File: src/rtl/fetch.sv
// Pillar RV32 instruction fetch: PC, imem req/ack, IR hand-off to decode.
// Redirects during an outstanding read drain that read before retargeting.
module fetch #(
    parameter logic [31:0] RESET_PC = 32'h0000_0000
) (
    input  logic        clk,
    input  logic        reset,
    output logic        imem_req_o,
    output logic [31:0] imem_addr_o,
    input  logic        imem_ack_i,
    input  logic [31:0] imem_rdata_i,
    input  logic        redirect_i,
    input  logic [31:0] redirect_pc_i,
    output logic [31:0] ir_o,
    output logic [31:0] pc_o,
    output logic        ir_valid_o,
    input  logic        ir_ready_i,
    output logic        fault_o,
    output logic [31:0] fetch_count_o
);

    typedef enum logic [2:0] {
        IDLE,
        FETCH,
        HOLD,
        DRAIN,
        FAULT
    } state_e;

    localparam logic [31:0] NOP = 32'h0000_0013;

    state_e      state_q;
    logic [31:0] pc_q;
    logic [31:0] pend_pc_q;
    logic [31:0] ir_q;
    logic [31:0] pc_out_q;
    logic [31:0] count_q;
    logic        valid_q;
    logic        fault_q;

    logic [31:0] drain_tgt_d;
    logic        redir_bad_d;
    logic        drain_bad_d;

    // A redirect landing together with the drain ack is the newest target.
    assign drain_tgt_d = redirect_i ? redirect_pc_i : pend_pc_q;
    assign redir_bad_d = redirect_pc_i[1:0] != 2'b00;
    assign drain_bad_d = drain_tgt_d[1:0] != 2'b00;

    assign imem_req_o    = (state_q == FETCH) || (state_q == DRAIN);
    assign imem_addr_o   = pc_q;
    assign ir_o          = ir_q;
    assign pc_o          = pc_out_q;
    assign ir_valid_o    = valid_q;
    assign fault_o       = fault_q;
    assign fetch_count_o = count_q;

    always_ff @(posedge clk) begin
        if (reset) begin
            state_q   <= IDLE;
            pc_q      <= RESET_PC;
            pend_pc_q <= RESET_PC;
            ir_q      <= NOP;
            pc_out_q  <= RESET_PC;
            count_q   <= 32'd0;
            valid_q   <= 1'b0;
            fault_q   <= 1'b0;
        end else begin
            case (state_q)
                IDLE: begin
                    if (redirect_i && redir_bad_d) begin
                        state_q <= FAULT;
                        fault_q <= 1'b1;
                    end else begin
                        if (redirect_i) pc_q <= redirect_pc_i;
                        state_q <= FETCH;
                    end
                end
                FETCH: begin
                    if (redirect_i && !imem_ack_i) begin
                        pend_pc_q <= redirect_pc_i;
                        state_q   <= DRAIN;
                    end else if (redirect_i) begin
                        if (redir_bad_d) begin
                            state_q <= FAULT;
                            fault_q <= 1'b1;
                        end else begin
                            pc_q    <= redirect_pc_i;
                            state_q <= FETCH;
                        end
                    end else if (imem_ack_i) begin
                        ir_q     <= imem_rdata_i;
                        pc_out_q <= pc_q;
                        valid_q  <= 1'b1;
                        pc_q     <= pc_q + 32'd4;
                        state_q  <= HOLD;
                    end
                end
                HOLD: begin
                    if (redirect_i) begin
                        valid_q <= 1'b0;
                        if (redir_bad_d) begin
                            state_q <= FAULT;
                            fault_q <= 1'b1;
                        end else begin
                            pc_q    <= redirect_pc_i;
                            state_q <= FETCH;
                        end
                    end else if (ir_ready_i) begin
                        valid_q <= 1'b0;
                        count_q <= count_q + 32'd1;
                        state_q <= FETCH;
                    end
                end
                DRAIN: begin
                    if (imem_ack_i) begin
                        if (drain_bad_d) begin
                            state_q <= FAULT;
                            fault_q <= 1'b1;
                        end else begin
                            pc_q    <= drain_tgt_d;
                            state_q <= FETCH;
                        end
                    end else if (redirect_i) begin
                        pend_pc_q <= redirect_pc_i;
                    end
                end
                FAULT: begin
                    valid_q <= 1'b0;
                    fault_q <= 1'b1;
                end
                default: state_q <= IDLE;
            endcase
        end
    end

endmodule

File: config.mk
export PLATFORM = sky130hd
export DESIGN_NAME = fetch
export DESIGN_NICKNAME = d
export VERILOG_FILES = /design/src/rtl/fetch.sv
export SDC_FILE = /design/constraint.sdc
export NUM_CORES = 1
export LEC_CHECK = 0
export CORE_MARGIN = 2
export CORE_UTILIZATION = 35
export CTS_CLUSTER_DIAMETER = 40
export DETAILED_ROUTE_END_ITERATION = 16
export GPL_ROUTABILITY_DRIVEN = 0
export PLACE_DENSITY = 0.68
export SYNTH_ARGS = -nofsm -noshare
export SYNTH_HDL_FRONTEND = slang
export SYNTH_SLANG_ARGS = --single-unit
File: constraint.sdc
create_clock -name clk -period 5.1 [get_ports clk]
set_input_delay 0.765 -clock clk [delete_from_list [all_inputs] [get_ports clk]]
set_output_delay 0.765 -clock clk [all_outputs]
set_load 0.02 [all_outputs]
== After elaboration in Yosys (flattened, before gate mapping) ==
Index checks and enable logic that the tools add are counted.

* Word-level logic and storage cells: 87
* Register bits after elaboration: 165
* Output and inout port bits: 131

* Muxes and demuxes: 37
* Bitwise gates (word level): 3
* Equal/unequal tests: 19
* Reductions and logical operators: 18
* $add $sub $neg: 2

{| class="wikitable"
|+ Operators by type and width
! kind !! count
|-
| 32-bit 2-to-1 mux || 12
|-
| 32-bit one-hot mux with 4 select lines || 1
|-
| 32-bit one-hot mux with 2 select lines || 1
|-
| 32-bit by 1-bit adder with 32-bit output (second input constant) || 1
|-
| 32-bit by 3-bit adder with 32-bit output (second input constant) || 1
|-
| 3-bit 2-to-1 mux || 9
|-
| 2-bit inequality test (second input constant) || 11
|-
| 3-bit one-hot mux with 5 select lines || 1
|-
| 1-bit 2-to-1 mux || 11
|-
| 5-bit AND reduction || 2
|-
| 4-bit AND reduction || 2
|-
| 8-bit AND reduction || 1
|-
| 3-bit by 2-bit equality test with 1-bit output (second input constant) || 2
|-
| 3-bit inequality test (second input constant) || 2
|-
| 3-bit AND reduction || 2
|-
| 2-bit nonzero test || 3
|-
| 1-bit one-hot mux with 5 select lines || 1
|-
| 5-bit nonzero test || 1
|-
| 4-bit by 3-bit inequality test with 1-bit output (second input constant) || 1
|-
| 4-bit nonzero test || 1
|-
| 3-bit by 1-bit equality test with 1-bit output (second input constant) || 1
|-
| 3-bit equality test (second input constant) || 1
|-
| 3-bit zero test || 1
|-
| 1-bit NOT || 3
|-
| other kinds (6) || 7
|}

== Longest topological paths before layout ==
* Depth after elaboration: 5
* Depth in mapped cells: 9
* Mapped depth without buffers: 6

== Worst setup path before layout ==
OpenSTA, ideal clock, no wires.

* Path kind: input -> register
* Start point: input redirect_i
* End point: register count_q[31], in the netlist fetch_count_o[31]
* Stages on the path: 7
* Required time: 5.030 ns
* Arrival time: 2.562 ns
* Setup time: 0.070 ns
* Slack: 2.467 ns
* Path buffers: 2
* Path through: clkbuf_1 > nor3b_4 > nand4_4 > or3_4 > buf_6 > or4_1 > a21oi_1

* Cells in the longest elaborated chain, start to end: 2

{| class="wikitable"
|+ Ends and longest elaborated chain
! element !! line !! text
|-
| start: declaration || 12 || <nowiki>input logic redirect_i,</nowiki>
|-
| 1-bit NOT (no source line) || - ||
|-
| 3-bit AND reduction (no source line) || - ||
|-
| end signal: assignment || 111 || <nowiki>count_q <= count_q + 32'd1;</nowiki>
|-
| end: declaration || 37 || <nowiki>logic [31:0] count_q;</nowiki>
|}

Every way passes these cells.
A chain may end at the register's enable or synchronous reset.

== Worst setup path after layout ==
* Start point: register state_q[0]
* End point: output imem_req_o

* Cells in the longest elaborated chain, start to end: 2

{| class="wikitable"
|+ Ends and longest elaborated chain
! element !! line !! text
|-
| start: declaration || 32 || <nowiki>state_e state_q;</nowiki>
|-
| start signal: assignment || 60 || <nowiki>state_q <= IDLE;</nowiki>
|-
| start signal: assignment || 72 || <nowiki>state_q <= FAULT;</nowiki>
|-
| start signal: assignment || 76 || <nowiki>state_q <= FETCH;</nowiki>
|-
| 3-bit by 1-bit equality test with 1-bit output / 3-bit by 2-bit equality test with 1-bit output (equally long branches) || 50 || <nowiki>assign imem_req_o = (state_q == FETCH) || (state_q == DRAIN);</nowiki>
|-
| 1-bit logical OR (*) || 50 ||
|-
| end: declaration || 8 || <nowiki>output logic imem_req_o,</nowiki>
|}

Every way passes the cells marked *; elsewhere a longest branch is shown, timed or not.

==> flow_summary.rst <==
.. list-table::
   :header-rows: 1

   * - Metric
     - Value
   * - Post-route antenna net violation count
     - 0
   * - Cell count after synthesis
     - around 1,000
   * - Syn_area_per_cell
     - 7.75 um^2
   * - Number of gates resized after CTS
     - 0
   * - Post-route DRC violation count
     - 0
   * - Total of max-cap violations
     - 0
   * - Run status
     - finished clean
   * - Post-route worst hold slack
     - approximately 450 ps
   * - Class of the worst hold path
     - reg2reg
   * - Drt first pass iters
     - 5
   * - Worst slew margin relative to its limit
     - between 30 and 40%
   * - # nets final
     - 1,243
   * - Number of global-route vias before repair
     - between 7,000 and 8,000
   * - Net switching power
     - 985 uW
   * - Fraction of final layout cells sized beyond drive strength 1
     - 5.65%
   * - Fraction of registers with async set/reset
     - 0%
   * - Number of buffers added on ports
     - approximately 200
   * - Maximum net fanout on the critical path
     - 28
   * - Area share of the largest cell type after synthesis
     - approximately two fifths
   * - EDFF count, synth
     - 0
   * - Dpl cells
     - approximately 1,400
   * - Post-synthesis instance area
     - 0.00789 mm^2
   * - Crit path required time
     - 4340 ps
   * - Nature of the critical path startpoint
     - flip-flop
   * - Number of diodes added for antenna fixing
     - 0
   * - Maximum number of pins on one net before global-route repair
     - 94
   * - Total Routing Usage GR
     - between 20% and 30%
   * - Final global-route overflow total
     - 0
   * - Count of different cell masters after synthesis
     - 75
   * - Post-CTS Repair Setup Buffers
     - 0
   * - Post-DR vias/cell
     - 5.55
   * - Share of total power consumed by net switching
     - 28.6%
   * - Setup TNS
     - 0 ps
   * - VDD IR-drop max
     - 0.215 mV
   * - Post-layout min period
     - 3180 ps
   * - Flop and latch count out of synthesis
     - between 150 and 200
   * - Htree depth
     - 4
   * - Starting DRT DRC Count
     - 624
   * - Die span in x
     - around 150 um
   * - I/O pin count
     - 200
   * - Fraction of power consumed by combinational cells
     - between 10% and 20%
   * - Cell internal power dissipation
     - 2.46 mW
   * - Total vias in the final route
     - 8,127
   * - Die ar.
     - between 0.02 and 0.025 mm^2
   * - Kind of end point of the critical path
     - output port
   * - Total wire length after detailed routing
     - roughly 26,000 um
   * - Die Ht
     - 154 um
   * - Floorplan core area
     - around 0.022 mm^2
   * - Hold Vio Cnt, Final
     - 0
   * - Post-route fraction of the period consumed by the critical path
     - a little over three fifths
   * - Cell types occupying the most area after synthesis
     - sky130_fd_sc_hd__dfxtp_1, sky130_fd_sc_hd__nand2_1, sky130_fd_sc_hd__a21oi_1
   * - Worst setup timing slack at the placement stage
     - roughly 1500 ps
   * - Clock transition at the registers of the reported paths
     - approximately 70 ps
   * - Post-route core utilization
     - 48.8%
   * - Total CTS buffers
     - 17
   * - Post-Layout Inst Area
     - about 0.011 mm^2
   * - Total power draw
     - 3.44 mW
   * - Total count of max-transition violations in the final report
     - 0
   * - Clock root buffer
     - sky130_fd_sc_hd__clkbuf_16
   * - Kind of critical path
     - reg2out
   * - Post-detail-place hpwl
     - 17,600 um
   * - Clock network latency to the later pin of the worst-skew pair
     - ~440 ps
   * - Leak Pwr
     - 3.51 nW
   * - TritonCTS clock tree
     - done
   * - Layout-stage area growth over the synthesis result
     - 35.7%
   * - Power per Cell Area
     - between 300 and 400 mW/mm^2
   * - Sequential area share after synthesis
     - a little over two fifths
   * - Antenna violations before repair
     - 1
   * - Highest clock rate
     - around 310 MHz
   * - Post-Layout Cell Count
     - about 1,500
   * - Fraction of power consumed by sequential logic
     - 41.5%
   * - Mean routed wirelength per cell
     - around 18 um
   * - Final worst setup slack
     - ~1900 ps
   * - First-pass GRT wire length
     - a little over 40,000 um
   * - Number of placement rows
     - 54
   * - Data arrival at the endpoint of the critical path
     - between 2000 and 2500 ps
   * - Bufs on Longest Clock Path
     - 2
   * - Number of hold buffers added after CTS
     - 0
   * - Clock Skew
     - between 10 and 15 ps
   * - Number of clock sinks
     - about 170
   * - Most used flip-flop cell after synthesis
     - sky130_fd_sc_hd__dfxtp_1
   * - Number of nets in the synthesized netlist
     - roughly 1,100
   * - Slew at the pin closest to its max-slew limit
     - slightly above 1000 ps
   * - Clock Power Share
     - approximately 43%
   * - Final setup violation count
     - 0
   * - Total number of yosys warnings
     - 0
   * - Largest area contributor in the netlist
     - sky130_fd_sc_hd__dfxtp_1
   * - Placement Cell Area
     - approximately 0.01 mm^2
   * - Setup repair after global routing missed its margin
     - no
   * - Initial cell density of the core
     - between 30% and 40%
-- final cells by class --
cell class	instances	area (um^2)
fillers	2088	11300
multi-input cells	760	4240
flip-flops and latches	165	3300
repair buffers	211	2080
clock buffers	17	425
well taps	280	350
clock inverters	15	241
inverters	17	63.8
-- state kept, by name (all words and copies together) (netlist names) --
register and cells:
pend_pc_q 32, imem_addr_o 32, fault_o 1, pc_o 32, fetch_count_o 32, state_q 3, ir_o 32, ir_valid_o 1
-- cell families after synthesis --
group                      Yosys count  share of synthesized area (%)
AOI/OAI and AO/OA                  283                           22.7
xor gates and xnor gates            23                           2.55
adders and majority gates            2                          0.317
buffers and inverters               93                           4.63
DFF                                165                           41.9
muxes                                8                           1.05
and+or+nand+nor                    444                           26.9
-- worst paths after layout --
path | startpoint | end | slack (ps) | cells past startpoint
worst max-delay path | state_q[0] | imem_req_o | 1920 | 2
worst min-delay path | ir_o[29] | ir_o[29] | 450 | 2
worst max register to register | state_q[0] | ir_o[19] | 1940 | 6
worst min register to register | ir_o[29] | ir_o[29] | 450 | 2
-- synthesized netlist by cell type, drive strengths merged (5+ instances only) --
cell	number
or3	6
or4	13
clkbuf	64
o21ai	42
nand3	28
a211o	5
a21oi	129
xor2	5
nand2b	5
a221o	5
and4	11
inv	17
nor3	20
xnor2	18
nand2	247
o211ai	9
o31ai	8
a22oi	8
and2	14
or2	9
o22ai	7
nand4	17
buf	12
nor4	18
a21o	10
nor2	35
mux2i	6
a211oi	5
dfxtp	165
-- worst max-delay path, cell delays in order, from the launching register on --
cell,delay (ps)
sky130_fd_sc_hd__dfxtp_1,950
sky130_fd_sc_hd__nor2b_1,370
sky130_fd_sc_hd__clkdlybuf4s50_1,660
-- power groups by stage --
| stage | combinational (mW) | sequential [mW] | clock [mW] |
|---|---|---|---|
| 5_1_grt | 0.581 | 1.43 | 1.56 |
| 3_5_place_dp | 0.534 | 1.45 | 0 |
| 2_1_floorplan | 0.280 | 1.46 | 0 |
| 3_3_place_gp | 0.531 | 1.45 | 0 |
| 4_1_cts | 0.538 | 1.42 | 1.50 |
| 6_report | 0.541 | 1.43 | 1.47 |
-- placed cells by master (no fill, tap or decap), drive strengths merged, types with 6 or more instances in the layout --
cell	instances
nand2	247
clkdlybuf4s50	198
dfxtp	165
a21oi	129
o21ai	42
nor2	35
nand3	28
inv	24
nor3	20
nor4	18
xnor2	18
clkbuf	17
nand4	17
and2	14
or4	13
buf	13
and4	11
a21o	10
o211ai	9
or2	9
o31ai	8
a22oi	8
o22ai	7
mux2i	6
or3	6
-- layer usage --
| metal | wire length (um) | GRT usage [%] | up-vias |
|---|---|---|---|
| met1 | 11200 | 28.1 | 3797 |
| met5 | 13 | 0 | - |
| li1 | - | - | 3935 |
| met2 | 11900 | 33.3 | 344 |
| met4 | 631 | 8.01 | 2 |
| met3 | 2060 | 5.83 | 49 |
No activity file was read; power rests on OpenSTA's default activity.
